### src/rtl/muldiv_pkg.sv
// Shared definitions for the iterative multiply/divide unit: op encodings,
// FSM states and sizing helpers.
package muldiv_pkg;

    localparam int unsigned ITERS_DEFAULT = 32;

    function automatic int unsigned cnt_width(input int unsigned iters);
        return $clog2(iters) + 1;
    endfunction

    localparam int unsigned CNT_W = cnt_width(ITERS_DEFAULT);

    typedef enum logic [1:0] {
        OP_MULT  = 2'd0,
        OP_MULTU = 2'd1,
        OP_DIV   = 2'd2,
        OP_DIVU  = 2'd3
    } op_e;

    typedef enum logic [1:0] {
        S_IDLE = 2'd0,
        S_CALC = 2'd1,
        S_SIGN = 2'd2
    } state_e;

    function automatic logic op_is_div(input logic [1:0] op);
        return op[1];
    endfunction

    function automatic logic op_is_signed(input logic [1:0] op);
        return !op[0];
    endfunction

endpackage

### src/rtl/muldiv_step.sv
// One iteration of the shared datapath: shift-add for multiply, restoring
// subtract-compare for divide (partial remainder held in acc_hi).
module muldiv_step
    import muldiv_pkg::*;
#(
    parameter int unsigned WIDTH = ITERS_DEFAULT
) (
    input  logic             is_div,
    input  logic [WIDTH-1:0] acc_hi,
    input  logic [WIDTH-1:0] acc_lo,
    input  logic [WIDTH-1:0] opnd,
    output logic [WIDTH-1:0] nxt_hi,
    output logic [WIDTH-1:0] nxt_lo
);

    logic [WIDTH:0] addend;
    logic [WIDTH:0] sum;
    logic [WIDTH:0] shifted;
    logic [WIDTH:0] diff;

    always_comb begin
        addend  = acc_lo[0] ? {1'b0, opnd} : '0;
        sum     = {1'b0, acc_hi} + addend;
        shifted = {acc_hi, acc_lo[WIDTH-1]};
        diff    = shifted - {1'b0, opnd};
        if (is_div) begin
            // diff[WIDTH] set means the trial subtraction went negative: restore
            nxt_hi = diff[WIDTH] ? shifted[WIDTH-1:0] : diff[WIDTH-1:0];
            nxt_lo = {acc_lo[WIDTH-2:0], ~diff[WIDTH]};
        end else begin
            nxt_hi = sum[WIDTH:1];
            nxt_lo = {sum[0], acc_lo[WIDTH-1:1]};
        end
    end

endmodule

### src/rtl/muldiv_unit.sv
// Iterative multiply/divide unit owning HI/LO. Optional MULDIV_EARLY_OUT_EN
// completes divide-by-zero and zero-operand multiplies in one busy cycle.
module muldiv_unit
    import muldiv_pkg::*;
#(
    parameter int unsigned WIDTH = ITERS_DEFAULT,
    parameter int unsigned ITERS = WIDTH
) (
    input  logic             clock,
    input  logic             reset,
    input  logic             start,
    input  logic [1:0]       op,
    input  logic [WIDTH-1:0] in1,
    input  logic [WIDTH-1:0] in2,
    input  logic             wr_hi,
    input  logic             wr_lo,
    input  logic [WIDTH-1:0] wr_data,
    output logic             busy,
    output logic             done,
    output logic [WIDTH-1:0] hi,
    output logic [WIDTH-1:0] lo
);

    localparam int unsigned CW = cnt_width(ITERS);
    localparam int unsigned PW = 2 * WIDTH;

    state_e           state;
    logic [CW-1:0]    cnt;
    logic             is_div_q;
    logic             neg_res_q;
    logic             neg_rem_q;
    logic             div0_q;
    logic [WIDTH-1:0] acc_hi;
    logic [WIDTH-1:0] acc_lo;
    logic [WIDTH-1:0] opnd;
    logic [WIDTH-1:0] step_hi;
    logic [WIDTH-1:0] step_lo;

    logic             is_div_in;
    logic             sgn_in;
    logic             a_neg;
    logic             b_neg;
    logic [WIDTH-1:0] mag1;
    logic [WIDTH-1:0] mag2;

    // Operand magnitudes and sign flags for a request presented in IDLE
    always_comb begin
        is_div_in = op_is_div(op);
        sgn_in    = op_is_signed(op);
        a_neg     = sgn_in & in1[WIDTH-1];
        b_neg     = sgn_in & in2[WIDTH-1];
        mag1      = a_neg ? (~in1 + WIDTH'(1)) : in1;
        mag2      = b_neg ? (~in2 + WIDTH'(1)) : in2;
    end

`ifdef MULDIV_EARLY_OUT_EN
    logic early;
    assign early = is_div_in ? (in2 == '0) : ((in1 == '0) || (in2 == '0));
`endif

    logic [PW-1:0]    prod;
    logic [PW-1:0]    prod_s;
    logic [WIDTH-1:0] quo_s;
    logic [WIDTH-1:0] rem_s;
    logic [WIDTH-1:0] res_hi;
    logic [WIDTH-1:0] res_lo;

    // Sign fix-up; with a zero divisor the remainder path already yields raw in1
    always_comb begin
        prod   = {acc_hi, acc_lo};
        prod_s = neg_res_q ? (~prod + PW'(1)) : prod;
        quo_s  = neg_res_q ? (~acc_lo + WIDTH'(1)) : acc_lo;
        rem_s  = neg_rem_q ? (~acc_hi + WIDTH'(1)) : acc_hi;
        if (is_div_q) begin
            res_hi = rem_s;
            res_lo = div0_q ? '1 : quo_s;
        end else begin
            res_hi = prod_s[PW-1:WIDTH];
            res_lo = prod_s[WIDTH-1:0];
        end
    end

    muldiv_step #(.WIDTH(WIDTH)) u_step (
        .is_div (is_div_q),
        .acc_hi (acc_hi),
        .acc_lo (acc_lo),
        .opnd   (opnd),
        .nxt_hi (step_hi),
        .nxt_lo (step_lo)
    );

    always_ff @(posedge clock) begin
        if (reset) begin
            state     <= S_IDLE;
            cnt       <= '0;
            busy      <= 1'b0;
            done      <= 1'b0;
            hi        <= '0;
            lo        <= '0;
            is_div_q  <= 1'b0;
            neg_res_q <= 1'b0;
            neg_rem_q <= 1'b0;
            div0_q    <= 1'b0;
            acc_hi    <= '0;
            acc_lo    <= '0;
            opnd      <= '0;
        end else begin
            done <= 1'b0;
            case (state)
                S_IDLE: begin
                    if (start) begin
                        is_div_q  <= is_div_in;
                        neg_res_q <= a_neg ^ b_neg;
                        neg_rem_q <= a_neg;
                        div0_q    <= is_div_in && (in2 == '0);
                        cnt       <= '0;
                        busy      <= 1'b1;
                        acc_hi    <= '0;
                        acc_lo    <= is_div_in ? mag1 : mag2;
                        opnd      <= is_div_in ? mag2 : mag1;
                        state     <= S_CALC;
`ifdef MULDIV_EARLY_OUT_EN
                        // Preload the finished magnitudes and go straight to write-back
                        if (early) begin
                            acc_hi <= is_div_in ? mag1 : '0;
                            acc_lo <= is_div_in ? '1 : '0;
                            state  <= S_SIGN;
                        end
`endif
                    end else begin
                        if (wr_hi) hi <= wr_data;
                        if (wr_lo) lo <= wr_data;
                    end
                end
                S_CALC: begin
                    acc_hi <= step_hi;
                    acc_lo <= step_lo;
                    cnt    <= cnt + CW'(1);
                    if (cnt == CW'(ITERS - 1)) state <= S_SIGN;
                end
                S_SIGN: begin
                    hi    <= res_hi;
                    lo    <= res_lo;
                    done  <= 1'b1;
                    busy  <= 1'b0;
                    state <= S_IDLE;
                end
                default: begin
                    busy  <= 1'b0;
                    state <= S_IDLE;
                end
            endcase
        end
    end

endmodule

### config.mk
export PLATFORM = sky130hd
export DESIGN_NAME = muldiv_unit
export DESIGN_NICKNAME = d
export VERILOG_FILES = /design/src/rtl/muldiv_pkg.sv /design/src/rtl/muldiv_step.sv /design/src/rtl/muldiv_unit.sv
export SDC_FILE = /design/constraint.sdc
export NUM_CORES = 1
export LEC_CHECK = 0
export ABC_CLOCK_PERIOD_IN_PS = 3300
export CAP_MARGIN = 20
export CORE_MARGIN = 8
export CORE_UTILIZATION = 30
export DETAILED_ROUTE_END_ITERATION = 8
export GPL_TIMING_DRIVEN = 0
export SLEW_MARGIN = 40
export SYNTH_ARGS = -nofsm -noshare
export SYNTH_HDL_FRONTEND = slang
export SYNTH_SLANG_ARGS = --single-unit
### constraint.sdc
create_clock -name clock -period 3.3 [get_ports clock]
set_clock_uncertainty 0.2 [all_clocks]
set_input_delay 0.66 -clock clock [delete_from_list [all_inputs] [get_ports clock]]
set_output_delay 0.66 -clock clock [all_outputs]
set_load 0.01 [all_outputs]
; After elaboration in Yosys (flattened, before gate mapping)
; Cells that the tools add are included.
[classes]
n_addsub = 8
eq_ne = 8
muxes = 32
n_bitwise = 10
n_reduce_logical = 12
[op_table]
columns = op, n
row1 = two-way mux 32 bit, 19
row2 = case mux 32 bit (2 select lines), 4
row3 = adder 32 x 1 -> 32 bit (second input constant), 4
row4 = NOT 32 bit, 4
row5 = adder 64 x 1 -> 64 bit (second input constant), 1
row6 = two-way mux 64 bit, 1
row7 = NOT 64 bit, 1
row8 = adder 32 x 33 -> 33 bit, 1
row9 = subtractor 33 x 32 -> 33 bit, 1
row10 = logical NOT 32 bit, 1
row11 = case mux 6 bit (2 select lines), 1
row12 = inequality test 2 bit (second input constant), 5
row13 = AND reduction 2 bit, 4
row14 = adder 6 x 1 -> 6 bit (second input constant), 1
row15 = equality test 6 x 5 -> 1 bit (second input constant), 1
row16 = two-way mux 6 bit, 1
row17 = AND reduction 3 bit, 2
row18 = two-way mux 2 bit, 2
row19 = case mux 2 bit (2 select lines), 1
row20 = nonzero test 2 bit, 2
row21 = AND 1 bit, 2
row22 = equality test 2 x 1 -> 1 bit (second input constant), 1
row23 = equality test 2 bit (second input constant), 1
row24 = logical NOT 2 bit, 1
row25 = other kinds (6), 8
[word_totals]
reg_bits = 174
input_bits = 103
output_inout_bits = 66
word_cells = 83

; Depth between registers and ports, before layout
[depth]
depth_word = 6
mapped_depth = 16
depth_no_buf = 13

; By module
; Synthesis repeated with hierarchy kept, for this count alone.
[unflattened]
hier_cells = 2039
hier_area_um2 = 15381.0
[by_module_without_submodules]
columns = module, instances, cells_per_inst, area_per_inst_um2, seq_area_each_um2
row1 = muldiv_unit, 1, 1327, 10551.4, 3483.3
row2 = muldiv_step, 1, 712, 4829.6, 0.0

; Worst setup path before layout
; Ideal clock, no wire load.
[synth_path]
path_kind = flip-flop to flip-flop
startpoint = register acc_hi[0]
endpoint = register acc_hi[4]
setup_time_ns = 0.122
arrival_ns = 3.268
required_ns = 2.978
setup_slack_ns = -0.290
path_stages_with_launch = 13
path_buffers = 1
synth_period_minus_slack_ns = 3.590
cell_sequence = dfxtp_1 clkbuf_1 inv_1 fa_1 nor2b_1 o31a_1 o21ai_1 o31ai_1 a41o_1 a211oi_4 xnor2_2 mux2_2 a221o_1
[synth_via]
elab_chain_len = 4
elab_cells_between_ends = 5
cone_classes = 2 x add/sub / 3 x mux
[synth_lines]
columns = element, line
row1 = "start, declared", muldiv_unit.sv:33  ; logic [WIDTH-1:0] acc_hi;
row2 = "start signal, assigned", muldiv_unit.sv:136  ; acc_hi <= step_hi;
row3 = subtractor 33 x 32 -> 33 bit, muldiv_step.sv:25  ; diff = shifted - {1'b0, opnd};
row4 = two-way mux 32 bit, muldiv_step.sv:28  ; nxt_hi = diff[WIDTH] ? shifted[WIDTH-1:0] : diff[WIDTH-1:0];
row5 = two-way mux 32 bit *, muldiv_step.sv:26  ; if (is_div) begin
row6 = case mux 32 bit (2 select lines) *, muldiv_unit.sv:109  ; case (state)
; Every way passes the cells marked *; elsewhere a longest branch is shown, timed or not.
; A chain may end at the register's enable or synchronous reset.

; Final worst setup path
; Ends and elaborated chain as after synthesis.

==> impl_results.md <==
* Post-synthesis cell count at 1,901
* Clock sink count at 174
* DR vias at 16,090
* Failing checks: negative setup slack
* Top post-synthesis cells by area: dfxtp_1, mux2i_1, xnor2_1, a21oi_1, ha_1
* Largest net degree at the start of global routing at 19
* Synth unique cells at 89
* Port bufs at approximately 170
* Status: finished with violations
* VDD IR max at 0.3629 mV
* Largest area contributor in the netlist: dfxtp_1
* CTS tree: yes
* Setup CP Type: reg -> reg
* Die Y at between 200 and 250 µm
* Grt ovf at 0
* Initial Util at a little under a third
* Reg2reg setup slack at -0.16 ns
* Drt drc at 0
* Final WL at roughly 62 mm
* Crit path max fanout at 6
* Period utilization at 105.0%
* Worst Path Buf+Inv at 4
* Hold EP: lo[16]
* DR pass1 iterations at 5
* DP HPWL at 49.53 mm
* Core region area at 47,750 µm²
* Final WS setup at -0.1649 ns
* Startpoint Class: register
* Dpl cells at ~2,700
* Ys async rst share at 0%
* Post-synthesis area per instance at 7.634 µm²
* Crit path max-delay family: compound AO/OA/AOI/OAI gates
* Fmax at ~0.29 GHz
* RSZ-0062 raised after global routing: true
* Sequential share of the synthesized area at approximately 24%
* Fin nets at 2,310
* Setup-failing EPs final at 37
* Critical path's slowest cell: fa_2
* Max Cap Viol at 0
* Clock Pin Slew Worst Setup and Hold Paths at 0.07 ns
* Worst-Margin Slew at between 1 and 1.5 ns
* Hold Path Depth at 2
* CP cell instances: buf_8 > inv_2 > fa_2 > nor2b_4 > o31a_1 > o21ai_4 > o31ai_4 > a41o_4 > a211oi_4 > buf_6 > xnor2_4 > buf_12 > mux2_4 > a221o_1
* Worst r2r dst: acc_hi[4]
* FF-to-FF Start: acc_hi[0]
* Worst hold start: lo[16]
* Main flop type after synthesis: dfxtp_1
* Drt initial violations at 1,799
* Yosys reg bits at 174
* Area share of the largest cell type after synthesis at 24.00%
* Critical Path RT at 3.42 ns
* Routed Antenna Nets at 0
* Cell Area, Placed at ~17,000 µm²
* Num CTS Buffers at 17
* Synthesized area at roughly 15,000 µm²
* Fin area at 19,140 µm²
* Layout fillers at 4,792
* Std-Cell Rows at 80
* Crit path time final at between 3 and 4 ns
* Number of global-route vias before repair at 14,745
* Die Span X at 235.9 µm
* CTS H-tree depth at 4
* Syn nets at 2,075
* Clk buf depth at 2
* Io pins at 169
* Hold WC Path Type: reg -> reg
* Number of synthesized flops with an enable pin at 0
* CP max stage delay at 0.42 ns
* Syn-to-layout area delta at 31.89%
* R2r worst-path depth at 14
* Hold Violations, Final at 0
* WP data arrival at 3.59 ns
* Pleak at 6.973 nW
* First-pass GRT wire length at 92.45 mm
* Initial antenna violation count at 5
* WL/cell at around 23 µm
* Vias per inst at 5.817
* Overall routing resource usage at 20.98%
* Endpoint class of the critical path: register
* Synth warn at 0
* Die area at 55,670 µm²
* Slew Viols, Final at 0
* Gpl congestion at 0.9481
* Worst-Skew Late Latency at ~0.45 ns
* Final TNS setup at -2.838 ns
* Root Driver: clkbuf_16
* Worst slew margin at slightly below 30%
* Share of cells above drive strength 1 at 14.05%
* Power Density at 362.5 nW/µm²
* Non-Filler Instances at 2,766
[metal layers]
layer	GRT usage [%]	share of wire [%]	up-vias
li1	-	-	7460
met1	28.66	45	7724
met2	32.29	43	780
met3	3.451	7.6	118
met4	8.892	4.3	8
met5	0	0.088	-
[power breakdown]
part / switching [W] / internal (W) / total, W
clock: 0.00104 / 0.00109 / 0.00213
sequential: 0.000142 / 0.00222 / 0.00237
combinational: 0.00141 / 0.00104 / 0.00244
total: 0.00259 / 0.00434 / 0.00694
[kinds of logic after synthesis]
family          synth area share (%)
compound gates                 28.53
fa+ha+maj                      6.225
buf+inv                        5.113
simple gates                   18.38
mux                            7.372
xor+xnor                       10.37
flops                          24.00
[worst max path at each step]
stage	end	slack (ns)	cells past startpoint	start
floorplan	acc_hi[4]	-0.06	12	acc_lo[31]
global placement	acc_hi[22]	-1.12	13	acc_lo[31]
detailed placement	acc_hi[22]	-1.13	13	acc_lo[31]
CTS	acc_lo[29]	-0.32	11	in1[4]
global route	acc_hi[4]	-0.25	14	acc_lo[31]
finish	acc_hi[4]	-0.16	14	acc_hi[0]
[timing repair]
item / in CTS / in global routing
setup buffers: 15 / 41
hold buffers: 0 / 0
pin swaps: 19 / 71
setup endpoints to repair: 99 / 100
gates cloned: 0 / 3
resized for setup: 131 / 169
[flip-flops by register name, summed over array words and instances (netlist names), 2 cells and up]
name	flops
state	2
hi	32
lo	32
opnd	32
acc_hi	32
acc_lo	32
cnt	6
[metrics by stage]
| step | hold WS, ns | util [%] | setup WS (ns) | power (W) |
|---|---|---|---|---|
| final | 0.2543 | 40.09 | -0.1649 | 0.006939 |
| after global routing | 0.2805 | 40.08 | -0.2476 | 0.007202 |
| after CTS | 0.2585 | 38.01 | -0.3166 | 0.006683 |
| after detailed placement | 0.2473 | 35.62 | -1.132 | 0.004455 |
| after global placement | 0.2441 | 35.60 | -1.116 | 0.004422 |
| after floorplan | 0.2319 | - | -0.05516 | 0.003667 |
[cell usage in the layout, fill, tap and decap left out, types with 39 or more instances in the layout]
cell type	count
inv_1	56
mux2i_1	98
xnor2_1	99
a211oi_1	74
clkdlybuf4s50_1	149
nor2_1	185
xor2_1	62
ha_1	52
clkbuf_1	97
a21oi_1	163
dfxtp_1	151
buf_4	45
o221ai_1	39
o21ai_0	76
nand2_1	161
[cells in the mapped netlist (all sizes together), types with 8 or more instances]
| cell | n |
|---|---|
| and3 | 12 |
| or3 | 20 |
| o31ai | 31 |
| a21oi | 176 |
| o21bai | 8 |
| mux2i | 99 |
| o41ai | 14 |
| o21a | 19 |
| ha | 69 |
| a311oi | 8 |
| a211oi | 80 |
| a22oi | 19 |
| nor2 | 201 |
| buf | 18 |
| nor4 | 14 |
| nand2 | 164 |
| xnor2 | 104 |
| o21ai | 119 |
| inv | 61 |
| or4 | 14 |
| o221ai | 40 |
| o211ai | 26 |
| nand4 | 10 |
| dfxtp | 174 |
| and2 | 10 |
| clkbuf | 114 |
| a31oi | 13 |
| xor2 | 67 |
| nor2b | 22 |
| nand2b | 9 |
| nor3 | 30 |
| a21o | 12 |
| nand3 | 27 |
[tightest hold or removal path, delay by kind of cell (launching register included)]
kind	cells	cell delay, ns
and+or+nand+nor	1	0.05
DFF	1	0.31
AOI/OAI and AO/OA	1	0.05
[cell type report]
type | instances | area, µm² | area share (%)
diodes | 2 | 5.005 | 0.02615
plain buffers | 122 | 565.5 | 2.955
flip-flops and latches | 174 | 3520 | 18.39
inverters | 61 | 235.2 | 1.229
multi-input cells | 1534 | 11180 | 58.40
clock inverters | 15 | 177.7 | 0.9283
clock buffers | 17 | 425.4 | 2.223
well taps | 615 | 769.5 | 4.020
repair buffers | 226 | 2263 | 11.83
No activity file was read; power rests on OpenSTA's default activity.
==> patch (config.mk and constraints unchanged) <==
`ITERS_DEFAULT`: 32 -> 16.
--- a/src/rtl/muldiv_pkg.sv
+++ b/src/rtl/muldiv_pkg.sv
@@ -2,7 +2,7 @@
 // FSM states and sizing helpers.
 package muldiv_pkg;
 
-    localparam int unsigned ITERS_DEFAULT = 32;
+    localparam int unsigned ITERS_DEFAULT = 16;
 
     function automatic int unsigned cnt_width(input int unsigned iters);
         return $clog2(iters) + 1;
Ports: changed (5 resized); port bits go from 169 to 89. The function was not compared with the original's and may differ.
==> patch against the original RTL <==
Synthesized cell count is 49% lower; design area is 52% lower; routed wire length is 59% lower; synthesized area is 49% lower; clock power is 51% lower; total power is 49% lower; sequential cell count is 81 lower; via count is 53% lower; cell count is 49% lower; combinational power is 51% lower; worst setup slack better by 0.30 ns; global-route usage is 4.2 points lower; critical path type unchanged; critical endpoint is now acc_hi[1]; largest cell class unchanged.
==> patch: results (changes against the original RTL) <==
status:
  status: "finished, final reports clean"
min_path:
  hold_depth: 2  # unchanged
  min_from: "opnd[11]"
  hp-class: "reg -> reg"
  whs_endpoint: "opnd[11]"
route:
  via_per_inst: 5.40  # -7.1%
  wire_per_inst_um: 18.2  # -19%
  drtPass1Iterations: 5  # unchanged
  dr.first_iter.drc_count: 580  # -68%
place:
  dp.cells: 1380  # -49%
  gp_congestion: 0.894  # -5.7%
  port_buffers: 87  # -48%
  hpwl_um: 20400  # -59%
layout:
  fill_cells: 2545  # -47%
  fin_nets: 1172  # -49%
  drive_gt1_share_pct: 8.32  # -5.7 points
  n_antenna_cell: 0  # -2
  finalNonFillerCells: 1406  # -49%
clocking:
  htreeDepth: 3  # -1
  cts_root_buf: "clkbuf_16"
  cts_buffers: 9  # -8
  cts.clk_slew.worst_paths_ns: 0.07  # about the same
  clockBufferDepth: 2  # unchanged
  insertion_delay_ns: 0.36  # -0.09 ns
  ctsHoldBuffers: 0  # unchanged
global_routing:
  antenna_found_initial: 0  # -5
  grt_max_degree: 17  # -2
  grt_first_pass_wirelength_um: 41000  # -56%
  grt_pass1_vias: 7328  # -50%
  track_usage_pct: 16.8  # -4.2 points
worst_setup_path:
  r2r_start: "acc_lo[15]"
  r2r_setup_slack_ns: 0.13  # +0.30 ns
  worstPathMaxFanout: 10  # +4
  arrival_ns: 3.24  # -0.35 ns
  reg2reg_to: "acc_hi[1]"
  worstRegToRegCells: 13  # -1
  critPathKind: "reg -> reg"
power_and_ir_drop:
  ir_drop_mv: 0.223  # -39%
  leakagePower_uw: 0.00336  # -52%
yosys:
  async_flop_share_pct: 0  # unchanged
  yosys_warnings: 0  # unchanged
  syn_avg_cell_area_um2: 7.69  # +0.68%
  ys_top_cells_by_count: "107 x nor2_1, 93 x dfxtp_1, 90 x a21oi_1"
  yosysSeqAreaShare_pct: 25.0  # +1.0 points
  synth.distinct_cells: 71  # -20%
  ys_top_cells_by_area: "dfxtp_1 25%, ha_1 6.4%, a211oi_1 6.0%"
  syn_nets: 1064  # -49%
sta:
  worst_slew_pin_slew_ns: 0.765  # -0.288 ns
  whs_ns: 0.250  # -0.00431 ns
flow_run:
  drv_cap: 0  # unchanged
[patch: kinds of logic after synthesis]
kind of cell | Yosys count | synth area share [%]
simple gates | 305 | 19.6
compound gates | 319 | 28.5
fa+ha+maj | 40 | 6.92
mux | 39 | 5.26
xor+xnor | 75 | 8.82
flops | 93 | 25.0
buf+inv | 98 | 5.85
[patch: report_power, final]
group	total (uW)	internal (uW)	switching, uW	leakage (uW)
Combinational	1200	533	669	0.00245
Clock	1050	561	493	0.000140
Sequential	1270	1190	80.6	0.000763
[patch: critical path, cell delays in order (launching register included)]
cell and delay [ns]:
dfxtp_4 0.38, inv_1 0.08, ha_1 0.23, fa_2 0.35
nand2b_4 0.17, a21oi_4 0.18, o41ai_4 0.12, o311ai_2 0.34
a21o_2 0.22, and2_1 0.14, buf_6 0.17, buf_8 0.16
nand3b_1 0.10, a311oi_2 0.24
[patch: cell type report]
class,instances,area [um2],area share (%)
flip-flops and latches,93,1870,20.3
repair buffers,97,946,10.3
plain buffers,58,304,3.30
clock inverters,5,43.8,0.475
inverters,40,153,1.65
multi-input cells,778,5250,56.9
clock buffers,11,253,2.74
well taps,324,405,4.40
[patch: through the flow]
step | util [%] | instance area (um2) | setup WS, ns
global placement | 35.9 | 8720 | -0.607
floorplan | - | 7450 | 0.174
finish | 37.9 | 9220 | 0.134
global route | 37.9 | 9220 | -0.00908
CTS | 37.5 | 9110 | 0.00131
detailed placement | 35.9 | 8730 | -0.584
[patch: routing by layer]
layer  up-vias  track usage (%)  wire length, um
met3        32             3.46             1720
li1       3743                -                -
met5         -                0                0
met2       260             25.7            11300
met4         0             4.67              504
met1      3560             23.4            12000
[patch: what timing repair did]
item                                   4_1_cts  5_1_grt
endpoints found under the hold margin        0        0
buffers inserted                             2        8
pin swaps                                    4        6
setup endpoints to repair                   27       23
gates resized for setup                     16       14
